$ cat src/rtl/axis_multi_accumulator_if.sv
// AXI-Stream style beat bundle shared by the accumulator's sink and source.
// The master drives valid/data/dest/last, the slave returns ready.
interface axis_multi_accumulator_if #(
  parameter int DATA_W = 128,
  parameter int DEST_W = 8
);
  logic              tvalid;
  logic              tready;
  logic [DATA_W-1:0] tdata;
  logic [DEST_W-1:0] tdest;
  logic              tlast;

  modport master (output tvalid, tdata, tdest, tlast, input tready);
  modport slave  (input tvalid, tdata, tdest, tlast, output tready);
endinterface

$ cat src/rtl/axis_multi_accumulator.sv
// Multi-channel AXI-Stream accumulator. Each channel (selected by tdest)
// keeps a running sum, beat count and overflow flag; a tlast beat emits one
// result beat on the master side and returns that channel to idle.
// Beats addressed to a channel >= NUM_CH are swallowed and flagged.
module axis_multi_accumulator #(
  parameter int DATAW    = 128,
  parameter int SUM_W    = 128,
  parameter int NUM_CH   = 4,
  parameter int DEST_W   = 8,
  parameter int CNT_W    = 16,
  parameter bit SATURATE = 1'b0
) (
  input  logic                  clk,
  input  logic                  rst,
  axis_multi_accumulator_if.slave  s_if,
  axis_multi_accumulator_if.master m_if,
  output logic [CNT_W-1:0]      m_tcount_o,
  output logic                  m_tovf_o,
  output logic                  err_dest_o
);

  localparam int CH_W = (NUM_CH > 1) ? $clog2(NUM_CH) : 1;
  localparam logic [DEST_W:0] NUM_CH_L = NUM_CH[DEST_W:0];

  // Per-channel state; a zero count means the channel is idle.
  logic [SUM_W-1:0] sum_q [NUM_CH];
  logic [CNT_W-1:0] cnt_q [NUM_CH];
  logic             ovf_q [NUM_CH];

  // Result register and error pulse.
  logic              m_tvalid_q;
  logic [SUM_W-1:0]  m_tdata_q;
  logic [DEST_W-1:0] m_tdest_q;
  logic [CNT_W-1:0]  m_tcount_q;
  logic              m_tovf_q;
  logic              err_dest_q;

  logic              ready_s;
  logic              accept_s;
  logic              in_range_s;
  logic [CH_W-1:0]   ch_idx;
  logic [SUM_W:0]    add_ext;
  logic [SUM_W-1:0]  sum_d;
  logic [CNT_W-1:0]  cnt_d;
  logic              ovf_d;

  // The input may advance whenever the result slot is empty or being drained.
  assign ready_s    = !rst && (!m_tvalid_q || m_if.tready);
  assign accept_s   = s_if.tvalid && ready_s;
  assign in_range_s = ({1'b0, s_if.tdest} < NUM_CH_L);

  assign s_if.tready = ready_s;
  assign m_if.tvalid = m_tvalid_q;
  assign m_if.tdata  = m_tdata_q;
  assign m_if.tdest  = m_tdest_q;
  assign m_if.tlast  = 1'b1;
  assign m_tcount_o  = m_tcount_q;
  assign m_tovf_o    = m_tovf_q;
  assign err_dest_o  = err_dest_q;

  // Next sum/count/overflow for the channel addressed by the current beat.
  always_comb begin
    ch_idx = '0;
    if (in_range_s) begin
      ch_idx = s_if.tdest[CH_W-1:0];
    end else begin
      ch_idx = '0;
    end
    // One extra bit catches the carry out of the SUM_W-bit accumulator.
    add_ext = {1'b0, sum_q[ch_idx]} + (SUM_W+1)'(s_if.tdata);
    if (SATURATE && add_ext[SUM_W]) begin
      sum_d = '1;
    end else begin
      sum_d = add_ext[SUM_W-1:0];
    end
    if (&cnt_q[ch_idx]) begin
      cnt_d = cnt_q[ch_idx];
    end else begin
      cnt_d = cnt_q[ch_idx] + CNT_W'(1);
    end
    ovf_d = ovf_q[ch_idx] | add_ext[SUM_W] | (&cnt_d);
  end

  // Channel state update, result load/drain and error pulse.
  always_ff @(posedge clk) begin
    if (rst) begin
      for (int i = 0; i < NUM_CH; i++) begin
        sum_q[i] <= '0;
        cnt_q[i] <= '0;
        ovf_q[i] <= 1'b0;
      end
      m_tvalid_q <= 1'b0;
      m_tdata_q  <= '0;
      m_tdest_q  <= '0;
      m_tcount_q <= '0;
      m_tovf_q   <= 1'b0;
      err_dest_q <= 1'b0;
    end else begin
      err_dest_q <= accept_s && !in_range_s;
      if (accept_s && in_range_s && s_if.tlast) begin
        // Closing beat: publish the result and free the channel in one edge.
        sum_q[ch_idx] <= '0;
        cnt_q[ch_idx] <= '0;
        ovf_q[ch_idx] <= 1'b0;
        m_tvalid_q    <= 1'b1;
        m_tdata_q     <= sum_d;
        m_tdest_q     <= s_if.tdest;
        m_tcount_q    <= cnt_d;
        m_tovf_q      <= ovf_d;
      end else begin
        if (accept_s && in_range_s) begin
          sum_q[ch_idx] <= sum_d;
          cnt_q[ch_idx] <= cnt_d;
          ovf_q[ch_idx] <= ovf_d;
        end
        if (m_tvalid_q && m_if.tready) begin
          m_tvalid_q <= 1'b0;
        end
      end
    end
  end

endmodule

$ cat src/flat_wrapper.sv
// flat-port wrapper written by rule: the top's interface ports become plain ports
module axis_multi_accumulator_flat 
#(
  parameter int DATAW    = 128,
  parameter int SUM_W    = 128,
  parameter int NUM_CH   = 4,
  parameter int DEST_W   = 8,
  parameter int CNT_W    = 16,
  parameter bit SATURATE = 1'b0
)
  (clk, rst, m_tcount_o, m_tovf_o, err_dest_o, s_if_tvalid, s_if_tdata, s_if_tdest, s_if_tlast, s_if_tready, m_if_tvalid, m_if_tdata, m_if_tdest, m_if_tlast, m_if_tready);
  axis_multi_accumulator_if #(.DEST_W(DEST_W)) s_if_i ();
  axis_multi_accumulator_if #(.DEST_W(DEST_W)) m_if_i ();
  input  logic clk;
  input  logic rst;
  output logic [CNT_W-1:0] m_tcount_o;
  output logic m_tovf_o;
  output logic err_dest_o;
  input wire logic [$bits(s_if_i.tvalid)-1:0] s_if_tvalid;
  input wire logic [$bits(s_if_i.tdata)-1:0] s_if_tdata;
  input wire logic [$bits(s_if_i.tdest)-1:0] s_if_tdest;
  input wire logic [$bits(s_if_i.tlast)-1:0] s_if_tlast;
  output wire logic [$bits(s_if_i.tready)-1:0] s_if_tready;
  output wire logic [$bits(m_if_i.tvalid)-1:0] m_if_tvalid;
  output wire logic [$bits(m_if_i.tdata)-1:0] m_if_tdata;
  output wire logic [$bits(m_if_i.tdest)-1:0] m_if_tdest;
  output wire logic [$bits(m_if_i.tlast)-1:0] m_if_tlast;
  input wire logic [$bits(m_if_i.tready)-1:0] m_if_tready;
  assign s_if_i.tvalid = s_if_tvalid;
  assign s_if_i.tdata = s_if_tdata;
  assign s_if_i.tdest = s_if_tdest;
  assign s_if_i.tlast = s_if_tlast;
  assign s_if_tready = s_if_i.tready;
  assign m_if_tvalid = m_if_i.tvalid;
  assign m_if_tdata = m_if_i.tdata;
  assign m_if_tdest = m_if_i.tdest;
  assign m_if_tlast = m_if_i.tlast;
  assign m_if_i.tready = m_if_tready;
  axis_multi_accumulator #(.DATAW(DATAW), .SUM_W(SUM_W), .NUM_CH(NUM_CH), .DEST_W(DEST_W), .CNT_W(CNT_W), .SATURATE(SATURATE)) u_core (.clk(clk), .rst(rst), .s_if(s_if_i), .m_if(m_if_i), .m_tcount_o(m_tcount_o), .m_tovf_o(m_tovf_o), .err_dest_o(err_dest_o));
endmodule
$ cat config.mk
export PLATFORM = sky130hd
export DESIGN_NAME = axis_multi_accumulator_flat
export DESIGN_NICKNAME = d
export VERILOG_FILES = /design/src/rtl/axis_multi_accumulator_if.sv /design/src/rtl/axis_multi_accumulator.sv /design/src/flat_wrapper.sv
export SDC_FILE = /design/constraint.sdc
export NUM_CORES = 2
export LEC_CHECK = 0
export ABC_AREA = 1
export CAP_MARGIN = 0
export CORE_MARGIN = 2
export CORE_UTILIZATION = 55
export CTS_CLUSTER_DIAMETER = 120
export DETAILED_ROUTE_END_ITERATION = 6
export PLACE_DENSITY = 0.75
export SETUP_SLACK_MARGIN = 0.2
export SLEW_MARGIN = 10
export SYNTH_ARGS = -nofsm -noshare
export SYNTH_HDL_FRONTEND = slang
export SYNTH_SLANG_ARGS = --single-unit
$ cat constraint.sdc
create_clock -name clk -period 30.5 [get_ports clk]
set_input_delay 6.1 -clock clk [delete_from_list [all_inputs] [get_ports clk]]
set_output_delay 6.1 -clock clk [all_outputs]
set_load 0.01 [all_outputs]
== Yosys cells after proc, flatten, opt, wreduce, memory -nomap -nowiden ==
Memories as Yosys holds them, arrays and structs flattened.
Index checks and enable logic that the tools add are counted.
Operators by class
  $add $sub $neg: 2
  magnitude comparators: 1
  muxes and demuxes: 25
  bitwise logic cells: 5
  reduce and logical (&&, ||, !) cells: 16
Operators with widths (count)
  $mux 128: 2
  $add 128x128->129: 1
  $reduce_or 128->1: 1
  $mux 16: 3
  $reduce_and 16->1: 2
  $add 16x1->16 const B: 1
  $mux 1: 16
  $reduce_or 16->1: 1
  $lt 8x3->1 const B: 1
  $mux 2: 4
  $logic_and 1x1->1: 6
  $or 1x1->1: 5
  $logic_not 1->1: 3
  $reduce_bool 2->1: 1
  $logic_or 1x1->1: 1
  $reduce_or 1->1: 1
Word-level totals
  register bits after elaboration: 155
  RAM bits: 580
  output and inout port bits: 157
  memories kept: 3
Memory list
  u_core.sum_q: words 4, bits a word 128, rd ports 1, clocked after Yosys merged registers in 0, wr ports 4, RTL line axis_multi_accumulator.sv:26  | logic [SUM_W-1:0] sum_q [NUM_CH];
  u_core.cnt_q: words 4, bits a word 16, rd ports 1, clocked after Yosys merged registers in 0, wr ports 4, RTL line axis_multi_accumulator.sv:27  | logic [CNT_W-1:0] cnt_q [NUM_CH];
  u_core.ovf_q: words 4, bits a word 1, rd ports 1, clocked after Yosys merged registers in 0, wr ports 4, RTL line axis_multi_accumulator.sv:28  | logic ovf_q [NUM_CH];

== Logic depth before layout (Yosys ltp) ==
  depth in word-level cells: 12
  gate-level depth with buffers: 34
  gate-level depth less buffers: 30

== Worst setup path before layout ==
No wires, ideal clock.
  kind: input to register
  start: in m_if_tready
  end: mem u_core.cnt_q[3][0], enable pin
  setup time: 0.865 ns
  arrival time: 17.312 ns
  slack: 12.324 ns
  cell stages on the path: 6
  buffers on the path: 0
  cells stage by stage: inv_1 -> a21oi_1 -> nand2_1 -> nor2_1 -> inv_1 -> a211oi_1
RTL lines
  from (decl): RTL line flat_wrapper.sv:28  | input wire logic [$bits(m_if_i.tready)-1:0] m_if_tready;
  to (decl): RTL line axis_multi_accumulator.sv:27

== Worst setup path after layout ==
  start: in rst
  end: out s_if_tready
On the way
  longest elaborated chain between the ends: 2
Ends and longest elaborated chain
  from (decl): RTL line flat_wrapper.sv:15  | input logic rst;
  $logic_not 1->1: RTL line axis_multi_accumulator.sv:48  | assign ready_s = !rst && (!m_tvalid_q || m_if.tready);
  $logic_and 1x1->1: RTL line axis_multi_accumulator.sv:48
  to (decl): RTL line flat_wrapper.sv:23  | output wire logic [$bits(s_if_i.tready)-1:0] s_if_tready;
Every way passes these cells.

==> results.md <==
* CTS tree: done
* TNS Setup at 0 ns
* Routed WL per cell at 22.8 um
* Hold crit path type: flop to flop
* Leak at 19.5 nW
* CTS Root Cell: clkbuf_16
* # IOs at 298
* Cts repair resizes at 0
* Hold buffers post-CTS at 0
* Run status: finished clean
* RSZ-0062 raised after global routing: no
* Initial Utilization at 0.554
* Max stage delay cell, worst path: buf_4
* GP Congestion at 1.06
* Vias in the first global route at 35.9k
* DRT antenna net count at 0
* Nets at 5,659
* Data arrival time of the critical path at 7.51 ns
* Full die area at 78,500 sq um
* # H-tree levels at 3
* CP peak stage delay at 0.66 ns
* Worst-Margin Slew at 1.11 ns
* Yosys Warn Count at 0
* First-pass DRT Iterations at 6
* Critical path type: input pin to output port
* CP required at 24.40 ns
* Site Rows at 101
* Final hold vios at 0
* Sequential fraction of the synthesis area at 0.489
* Startpoint Class: input pin
* Fmax at 73.5 MHz
* Final worst setup slack at 16.89 ns
* CTS max path bufs at 3
* Slew Viols, Final at 0
* CP max FO at 57
* FILL cells at 6,520
* Post-Route WL at 147 mm
* DR DRC count at 0
* Synthesized cell area at 42,000 sq um
* Max_cap viols at 0
* Syn Nets at 5,466
* Relative slew slack at 0.258
* Share of cells above drive strength 1 at 0.0422
* Power Density at 50.4 nW/um^2
* Vias at 38.2k
* 1st-iter DRT viols at 4,173
* Synth area leaders: edfxtp_1 42%, nor2_1 10%, dfxtp_1 7.4%
* Ant diodes at 0
* Clock slew at reported path FFs at 0.06 ns
* Critical path endpoint category: output port
* Core footprint at 75,700 sq um
* Min cycle time layout at 13.61 ns
* Area occupied by multi-input gates at 17,800 sq um
* Detailed placement HPWL at 105 mm
* Syn Inst Count at 5,195
* Critical path cell sequence: buf_2 > buf_4 > a21oi_1 > clkdlybuf4s50_1
* Yosys top cell by area: edfxtp_1
* Worst-skew pair later-pin latency at 0.66 ns
* Largest net degree at the start of global routing at 117
* Fin crit share at 0.446
* Register area at 20,500 sq um
* Postcts setup bufs at 0
* Post-place setup slack at 16.90 ns
* Global-route wire length before repair at 216 mm
* Synth cell types at 53
* Total CTS buffers at 80
* Grt ovf at 0
* Initial antenna violation count at 0
* Syn Area/Cell at 8.08 sq um
* Die width at 280 um
* #FFs+latches synth at 735
* Clk_skew at 0.0329 ns
* Area grow syn2layout at 15.0%
* Setup slack on the worst flop-to-flop path at 25.70 ns
* Overall routing resource usage at 0.366
* Via density at 5.94
* Post-synth top area share at 0.415
* Clk sinks at 735
* Port Buffers at 296
* Die Ht at 280 um
* Worst VDD drop at 53.3 uV
* Final setup viols at 0
flip-flops by register name (all words and copies together), names as in the netlist:
| name | flops |
|---|---|
| u_core.sum_q | 512 |
| u_core.m_if.tdata | 128 |
| u_core.cnt_q | 64 |
| u_core.m_tcount_o | 16 |
| u_core.m_if.tdest | 8 |
| u_core.ovf_q | 4 |
| u_core.err_dest_o | 1 |
| u_core.m_if.tvalid | 1 |
| u_core.m_tovf_o | 1 |
path summary, 6_finish.rpt:
check                                       end                         startpoint  depth (start not counted)
max                                 s_if_tready                                rst                          4
min           u_core.m_if.tdest[4]$_SDFFE_PP0P_  u_core.m_if.tdest[4]$_SDFFE_PP0P_                          2
max reg2reg  u_core.sum_q[0][124]$_SDFFCE_PN0P_      u_core.sum_q[3][25]$_DFFE_PP_                         16
min reg2reg   u_core.m_if.tdest[4]$_SDFFE_PP0P_  u_core.m_if.tdest[4]$_SDFFE_PP0P_                          2
power breakdown:
part	total, mW	internal (mW)	switching, mW
sequential	1.11	1.11	0.00771
clock	0.989	0.573	0.416
combinational	0.329	0.0964	0.232
placed cells by master, fill, tap and decap left out, types with 5 or more instances in the layout:
master and n:
nor2_1 1142, nand2_1 735, inv_1 721, edfxtp_1 580, o21ai_0 343, clkdlybuf4s50_1 294, a21oi_1 280, nand3_1 162
dfxtp_1 155, ha_1 129, a22oi_1 128, o22ai_1 128, o211ai_1 83, clkbuf_16 82, nor3_1 70, xnor2_1 60
a21o_1 40, buf_4 34, xor2_1 26, nand3b_1 22, o21a_1 20, nand4_1 19, a31oi_1 17, clkbuf_1 16
clkinv_2 12, clkbuf_8 12, nand2_2 11, clkinv_1 10, a21boi_0 9, o221ai_1 9, or2_2 9, o21bai_1 8
nand3_2 8, nor2_4 6, nand2_4 6, nor2_2 6, nor4_1 5, bufinv_16 5
cells in the mapped netlist (all sizes together):
master and n:
o221ai 9, nor4 5, dfxtp 155, fa 1, a31o 4, o22ai 128, a31oi 17, conb 1
nor2 1156, and2 2, o21bai 8, xnor2 60, a22oi 128, nand2 752, a21boi 9, inv 732
o2111ai 1, o21ai 348, o21a 20, buf 34, clkbuf 186, nand3b 22, a2111oi 1, xor2 26
a21o 40, o211ai 83, nand4 20, or2 10, ha 129, nand3 171, nor3 70, a22o 1
a21oi 281, a211oi 3, nor3b 1, o221a 1, edfxtp 580
kinds of logic after synthesis:
family,share of synthesized area
flip-flops,0.489
XOR/XNOR,0.0180
buffers and inverters,0.0875
AND/OR/NAND/NOR,0.214
other,0.0000894
AO/OA/AOI/OAI,0.153
adder cells (fa/ha/maj),0.0390
critical path: cells and delay by family:
kind | cells | cell delay [ns]
buffers and inverters | 3 | 1.27
AO/OA/AOI/OAI | 1 | 0.14
metrics by stage:
step	power, mW	utilization	instance area (sq um)	cells	hold WS (ns)
after floorplan	1.33	-	42000	5195	0.464
after global placement	1.45	0.602	45600	6284	0.426
after detailed placement	1.45	0.602	45600	6284	0.430
after CTS	2.43	0.638	48300	6433	0.439
after global routing	2.49	0.638	48300	6433	0.450
final	2.43	0.638	48300	6433	0.439
layer usage:
metal / GRT usage / vias up / routed length, um
met4: 0.150 / 0 / 6300
li1: - / 17700 / -
met1: 0.496 / 18200 / 59400
met3: 0.0545 / 324 / 13500
met5: 0 / - / 0
met2: 0.589 / 2016 / 67200
final cells by class:
cell class,count,share of cell area
inverter,732,0.0575
clock inverter,38,0.00853
clock buffer,111,0.0473
timing repair buffer,331,0.0670
sequential,735,0.425
multi-input combinational,3508,0.369
tap,978,0.0254
Note: power is estimated with default switching activity, not from simulation.
